$ cat src/rtl/cook_time_entry.sv
// Egg-timer programming controller: button pulses edit four BCD digits, then drive load/run/alarm.
// Optional build macro ALARM_TIMEOUT_EN: alarm self-clears after ALARM_CYCLES cycles in DONE.
module cook_time_entry #(
  parameter int SEC_MAX      = 9,
  parameter int TENS_SEC_MAX = 5,
  parameter int MIN_MAX      = 9,
  parameter int TENS_MIN_MAX = 9,
  parameter int ALARM_CYCLES = 16
) (
  input  logic       clk,
  input  logic       reset,
  input  logic       btn_next,
  input  logic       btn_up,
  input  logic       btn_down,
  input  logic       btn_start,
  input  logic       timer_done,
  output logic [3:0] seconds_prog,
  output logic [3:0] tens_seconds_prog,
  output logic [3:0] minutes_prog,
  output logic [3:0] tens_minutes_prog,
  output logic       load,
  output logic       run,
  output logic       alarm,
  output logic [1:0] edit_digit,
  output logic       editing
);

  typedef enum logic [2:0] {
    ST_EDIT,
    ST_LOAD,
    ST_RUN,
    ST_PAUSE,
    ST_DONE
  } state_t;

  // Parameter sanity: digits must be BCD and the alarm hold at least one cycle.
  if (SEC_MAX > 9 || TENS_SEC_MAX > 9 || MIN_MAX > 9 || TENS_MIN_MAX > 9 ||
      SEC_MAX < 1 || TENS_SEC_MAX < 1 || MIN_MAX < 1 || TENS_MIN_MAX < 1 ||
      ALARM_CYCLES < 1) begin : g_param_check
    $error("cook_time_entry: illegal parameter value");
  end

  state_t      state_reg, state_next;
  logic [1:0]  cursor_reg, cursor_next;
  logic        load_reg, run_reg, alarm_reg, editing_reg;
  logic [15:0] digits_flat;
  logic        digits_nonzero;
  logic        any_btn;
  logic        do_up, do_down;

  assign digits_nonzero = |digits_flat;
  assign any_btn        = btn_next | btn_up | btn_down | btn_start;

`ifdef ALARM_TIMEOUT_EN
  localparam int CNT_W = $clog2(ALARM_CYCLES) + 1;
  logic [CNT_W-1:0] alarm_cnt_reg, alarm_cnt_next;
  logic             alarm_expired;

  // Counter runs only while in DONE, so it restarts from zero on every entry.
  assign alarm_cnt_next = (state_reg == ST_DONE) ? alarm_cnt_reg + 1'b1 : '0;
  assign alarm_expired  = (alarm_cnt_reg == CNT_W'(ALARM_CYCLES - 1));

  always_ff @(posedge clk) begin
    if (reset) begin
      alarm_cnt_reg <= '0;
    end else begin
      alarm_cnt_reg <= alarm_cnt_next;
    end
  end
`endif

  always_comb begin
    state_next  = state_reg;
    cursor_next = cursor_reg;
    do_up       = 1'b0;
    do_down     = 1'b0;
    case (state_reg)
      ST_EDIT: begin
        // start outranks every other button even when it is refused for an all-zero time
        if (btn_start) begin
          if (digits_nonzero) begin
            state_next = ST_LOAD;
          end
        end else if (btn_next) begin
          cursor_next = cursor_reg + 2'd1;
        end else if (btn_up) begin
          do_up = 1'b1;
        end else if (btn_down) begin
          do_down = 1'b1;
        end
      end
      ST_LOAD: begin
        state_next = ST_RUN;
      end
      ST_RUN: begin
        if (timer_done) begin
          state_next = ST_DONE;
        end else if (btn_start) begin
          state_next = ST_PAUSE;
        end
      end
      ST_PAUSE: begin
        if (btn_start) begin
          state_next = ST_RUN;
        end else if (btn_next) begin
          state_next  = ST_EDIT;
          cursor_next = 2'd0;
        end
      end
      ST_DONE: begin
        if (any_btn) begin
          state_next = ST_EDIT;
        end
`ifdef ALARM_TIMEOUT_EN
        else if (alarm_expired) begin
          state_next = ST_EDIT;
        end
`endif
      end
      default: begin
        state_next = ST_EDIT;
      end
    endcase
  end

  always_ff @(posedge clk) begin
    if (reset) begin
      state_reg   <= ST_EDIT;
      cursor_reg  <= 2'd0;
      load_reg    <= 1'b0;
      run_reg     <= 1'b0;
      alarm_reg   <= 1'b0;
      editing_reg <= 1'b1;
    end else begin
      state_reg   <= state_next;
      cursor_reg  <= cursor_next;
      load_reg    <= (state_next == ST_LOAD);
      run_reg     <= (state_next == ST_RUN);
      alarm_reg   <= (state_next == ST_DONE);
      editing_reg <= (state_next == ST_EDIT);
    end
  end

  // One register per digit; each wraps within its own maximum.
  for (genvar gi = 0; gi < 4; gi++) begin : g_digit
    localparam logic [3:0] DMAX = (gi == 0) ? 4'(SEC_MAX) :
                                  (gi == 1) ? 4'(TENS_SEC_MAX) :
                                  (gi == 2) ? 4'(MIN_MAX) : 4'(TENS_MIN_MAX);
    logic [3:0] digit_reg, digit_next;

    always_comb begin
      digit_next = digit_reg;
      if (cursor_reg == 2'(gi)) begin
        if (do_up) begin
          digit_next = (digit_reg >= DMAX) ? 4'd0 : digit_reg + 4'd1;
        end else if (do_down) begin
          digit_next = (digit_reg == 4'd0) ? DMAX : digit_reg - 4'd1;
        end
      end
    end

    always_ff @(posedge clk) begin
      if (reset) begin
        digit_reg <= 4'd0;
      end else begin
        digit_reg <= digit_next;
      end
    end

    assign digits_flat[gi*4 +: 4] = digit_reg;
  end

  assign seconds_prog      = digits_flat[3:0];
  assign tens_seconds_prog = digits_flat[7:4];
  assign minutes_prog      = digits_flat[11:8];
  assign tens_minutes_prog = digits_flat[15:12];
  assign load              = load_reg;
  assign run               = run_reg;
  assign alarm             = alarm_reg;
  assign edit_digit        = cursor_reg;
  assign editing           = editing_reg;

endmodule

$ cat config.mk
export PLATFORM = sky130hd
export DESIGN_NAME = cook_time_entry
export DESIGN_NICKNAME = d
export VERILOG_FILES = /design/src/rtl/cook_time_entry.sv
export SDC_FILE = /design/constraint.sdc
export NUM_CORES = 1
export LEC_CHECK = 0
export BUFFER_PORTS_ARGS = -buffer_cell sky130_fd_sc_hd__buf_2
export CAP_MARGIN = 15
export CELL_PAD_IN_SITES_DETAIL_PLACEMENT = 1
export CELL_PAD_IN_SITES_GLOBAL_PLACEMENT = 1
export CORE_MARGIN = 1.5
export CORE_UTILIZATION = 43
export CTS_BUF_LIST = sky130_fd_sc_hd__clkbuf_16
export CTS_CLUSTER_DIAMETER = 30
export DETAILED_ROUTE_END_ITERATION = 8
export HOLD_SLACK_MARGIN = 0.03
export PLACE_DENSITY_LB_ADDON = 0.15
export SETUP_SLACK_MARGIN = 0.1
export SYNTH_ARGS = -nofsm -noshare
export SYNTH_HDL_FRONTEND = slang
export SYNTH_SLANG_ARGS = --single-unit
$ cat constraint.sdc
create_clock -name clk -period 2.3 [get_ports clk]
set_clock_uncertainty 0.2 [all_clocks]
set_input_delay 0.115 -clock clk [delete_from_list [all_inputs] [get_ports clk]]
set_output_delay 0.115 -clock clk [all_outputs]
set_load 0.05 [all_outputs]
==> impl_metrics.prom <==
# TYPE chip_impl_metric gauge
chip_impl_info{name="run_status",value="complete, no violations"} 1
chip_impl_metric{name="initial_utilization",unit=""} 0.445
chip_impl_metric{name="yosysWarningCount",unit=""} 0
chip_impl_metric{name="port_buffers",unit=""} 28
chip_impl_metric{name="maxSlewHeadroom",unit=""} 0.599
chip_impl_metric{name="grt_antenna_before_repair",unit=""} 0
chip_impl_info{name="tritoncts",value="yes"} 1
chip_impl_metric{name="globalRoute.totalOverflow",unit=""} 0
chip_impl_metric{name="total_area_of_multi_input_combinational_cells",unit="mm^2"} 0.00130
chip_impl_metric{name="layout-drive-gt1-share",unit=""} 0.206
chip_impl_metric{name="cts_made_buffers",unit=""} 3
chip_impl_metric{name="cellPowerDensity",unit="mW/mm^2"} 530
chip_impl_metric{name="vias_per_cell",unit=""} 5.94
chip_impl_info{name="rr_startpoint",value="tens_seconds_prog[0]"} 1
chip_impl_metric{name="grt_pass1_vias",unit=""} 1635
chip_impl_metric{name="num_vias",unit=""} 1783
chip_impl_metric{name="maxSlewViolCount",unit=""} 0
chip_impl_metric{name="cts_hold_buf",unit=""} 0
chip_impl_metric{name="synth_top_cell_area_share",unit=""} 0.260
chip_impl_metric{name="first_pass_grt_wire_length",unit="mm"} 8.28
chip_impl_metric{name="flip_flop_and_latch_count_after_synthesis",unit=""} 25
chip_impl_metric{name="setup_violations",unit=""} 0
chip_impl_metric{name="whs",unit="ps"} 69.0
chip_impl_metric{name="ctsHtreeMaxLevel",unit=""} 1
chip_impl_info{name="critical_path.endpoint_type",value="flop"} 1
chip_impl_metric{name="postSynthAreaPerCell",unit="um^2"} 8.51
chip_impl_metric{name="die_area",unit="mm^2"} 0.00488
chip_impl_info{name="synth_area_leaders",value="dfxtp_1, ha_1, nor2_1"} 1
chip_impl_metric{name="grt_start_max_net_pins",unit=""} 28
chip_impl_metric{name="total_leakage_power",unit="nW"} 0.860
chip_impl_metric{name="drt_first_iter_violations",unit=""} 59
chip_impl_info{name="yosysTopAreaCell",value="dfxtp_1"} 1
chip_impl_metric{name="tightest_slew",unit="ps"} 602
chip_impl_metric{name="synthesized_cell_area",unit="mm^2"} 0.00192
chip_impl_info{name="cts.root.buffer_cell",value="clkbuf_16"} 1
chip_impl_metric{name="final_design_area_no_fill",unit="mm^2"} 0.00215
chip_impl_metric{name="cts_max_path_buffers",unit=""} 2
chip_impl_metric{name="layout_net_count",unit=""} 272
chip_impl_metric{name="seq_area",unit="um^2"} 500
chip_impl_metric{name="place_inst",unit=""} 296
chip_impl_metric{name="dpl_cell_area",unit="mm^2"} 0.00207
chip_impl_metric{name="postSynthNetCount",unit=""} 249
chip_impl_metric{name="route.antenna.remaining_nets",unit=""} 0
chip_impl_info{name="worst_setup_path_start_kind",value="flop"} 1
chip_impl_metric{name="maxClockFrequency",unit="GHz"} 0.506
chip_impl_metric{name="grt_usage",unit=""} 0.208
chip_impl_metric{name="detail_route.wirelength",unit="mm"} 4.90
chip_impl_metric{name="n_fill_cell",unit=""} 544
chip_impl_metric{name="critPathMaxFanout",unit=""} 7
chip_impl_metric{name="min_period_over_period",unit=""} 0.859
chip_impl_metric{name="cts_sinks",unit=""} 25
chip_impl_metric{name="synth_enable_flop_cells",unit=""} 0
chip_impl_metric{name="core",unit="mm^2"} 0.00432
chip_impl_metric{name="gp_routability_congestion",unit=""} 0.781
chip_impl_metric{name="irDropWorstVdd",unit="mV"} 0.304
chip_impl_metric{name="antenna-diode-count",unit=""} 0
chip_impl_metric{name="top_level_ports",unit=""} 29
chip_impl_metric{name="clk_transition_reported_paths",unit="ps"} 70
chip_impl_info{name="most_instantiated_flip_flop_cell_in_the_synthesis_netlist",value="dfxtp_1"} 1
chip_impl_metric{name="detailedRoute.firstPassIterationCount",unit=""} 4
chip_impl_info{name="synth_common_cells",value="dfxtp_1, nor2_1, inv_1, ha_1, a21oi_1"} 1
chip_impl_metric{name="worst-endpoint-arrival",unit="ps"} 1910
chip_impl_metric{name="netlist-cell-type-count",unit=""} 61
chip_impl_info{name="crit_path_start",value="tens_seconds_prog[0]"} 1
chip_impl_metric{name="max_cap_violations",unit=""} 0
chip_impl_info{name="hold_class",value="in2reg"} 1
chip_impl_metric{name="post_drt_wl_per_cell",unit="um"} 16.3
chip_impl_info{name="unrepaired_setup_endpoints_after_global_routing",value="false"} 1
chip_impl_metric{name="post_cts.resized_instances",unit=""} 0
chip_impl_metric{name="detailedPlacementHpwl",unit="mm"} 3.63
chip_impl_metric{name="floorplan.die.height",unit="um"} 69.9
chip_impl_metric{name="dieWidth",unit="um"} 69.9
chip_impl_metric{name="cts_setup_buffers",unit=""} 0
chip_impl_metric{name="detail_route.drc_violations",unit=""} 0
chip_impl_metric{name="setup_tns",unit="ps"} 0
chip_impl_metric{name="rows",unit=""} 24
chip_impl_metric{name="area.growth.synth_to_final",unit="%"} 11.6
chip_impl_info{name="synth.most_common_cell",value="dfxtp_1"} 1
chip_impl_metric{name="non_filler_instance_count_after_layout",unit=""} 300
chip_impl_info{name="hold_start",value="timer_done"} 1
chip_impl_metric{name="synth-seq-area-share",unit=""} 0.260
chip_impl_metric{name="critPathRequiredTime",unit="ps"} 2230
chip_impl_metric{name="final.min_clock_period",unit="ps"} 1980
chip_impl_info{name="setup.worst_path.class",value="reg2reg"} 1
chip_impl_metric{name="finish.utilization",unit=""} 0.497
chip_impl_metric{name="worst_skew_pair.late_latency",unit="ps"} 260
chip_impl_metric{name="final-hold-violation-count",unit=""} 0
chip_impl_metric{name="ffs_w_async_s_r_synth",unit=""} 0
chip_impl_metric{name="synthesis.instances",unit=""} 226
-- cell type report --
| type | count | area share |
|---|---|---|
| Clock buffer | 3 | 0.0350 |
| Clock inverter | 1 | 0.00233 |
| Inverter | 17 | 0.0297 |
| Multi-Input combinational cell | 174 | 0.604 |
| Sequential cell | 25 | 0.233 |
| Tap cell | 52 | 0.0303 |
| Timing Repair Buffer | 28 | 0.0653 |
-- cell usage in the layout, fill, tap and decap left out, types with 3 or more instances in the layout --
cell / n
nand4_1: 3
a211oi_1: 7
a311oi_1: 3
a31oi_1: 4
nand2_1: 10
a21oi_1: 12
clkbuf_16: 3
nand2b_1: 7
nand3_1: 5
o41ai_2: 3
and2_1: 4
inv_1: 17
ha_1: 16
nor3_1: 9
nor3b_1: 6
nor2_1: 20
dfxtp_1: 25
o21ai_0: 9
buf_2: 28
nand3b_1: 7
-- final timing paths --
path              depth (start not counted)            end  slack [ps]
setup / recovery                          6   state_reg[0]         320
hold / removal                            4   state_reg[1]          70
setup reg to reg                          6   state_reg[0]         320
hold reg to reg                           2  edit_digit[0]         330
-- per-layer routing --
layer / up-vias / wire, um / track usage
met4: 0 / 35 / 0.0491
li1: 887 / - / -
met2: 23 / 2350 / 0.347
met3: 4 / 112 / 0.0289
met5: - / 0 / 0
met1: 869 / 2400 / 0.284
-- power by group --
part	leakage [nW]	internal, mW	switching [mW]	total (mW)
clock	0.0409	0.235	0.158	0.392
sequential	0.203	0.453	0.0302	0.483
combinational	0.617	0.0841	0.179	0.263
-- critical path, stage by stage (launching register included) --
cell and delay [ps]:
dfxtp_1 370, inv_1 110, ha_1 300, nor3b_1 400, a41o_1 260, o32a_1 170, nor2_1 40
-- metrics by stage --
stage / setup slack, ps / power (mW)
global route: 135 / 1.20
detailed placement: 324 / 0.756
global placement: 384 / 0.754
CTS: 327 / 1.15
finish: 324 / 1.14
floorplan: 104 / 0.697
-- logic make-up (layout without fill, tap and decap cells) --
group,Yosys count,in the layout,synth area share
adder cells (fa/ha/maj),16,16,0.104
buffers and inverters,27,49,0.0651
XOR/XNOR,2,2,0.00911
AO/OA/AOI/OAI,61,61,0.247
AND/OR/NAND/NOR,93,93,0.303
multiplexers,2,2,0.0111
flip-flops,25,25,0.260
(Power assumes the default switching activity.)
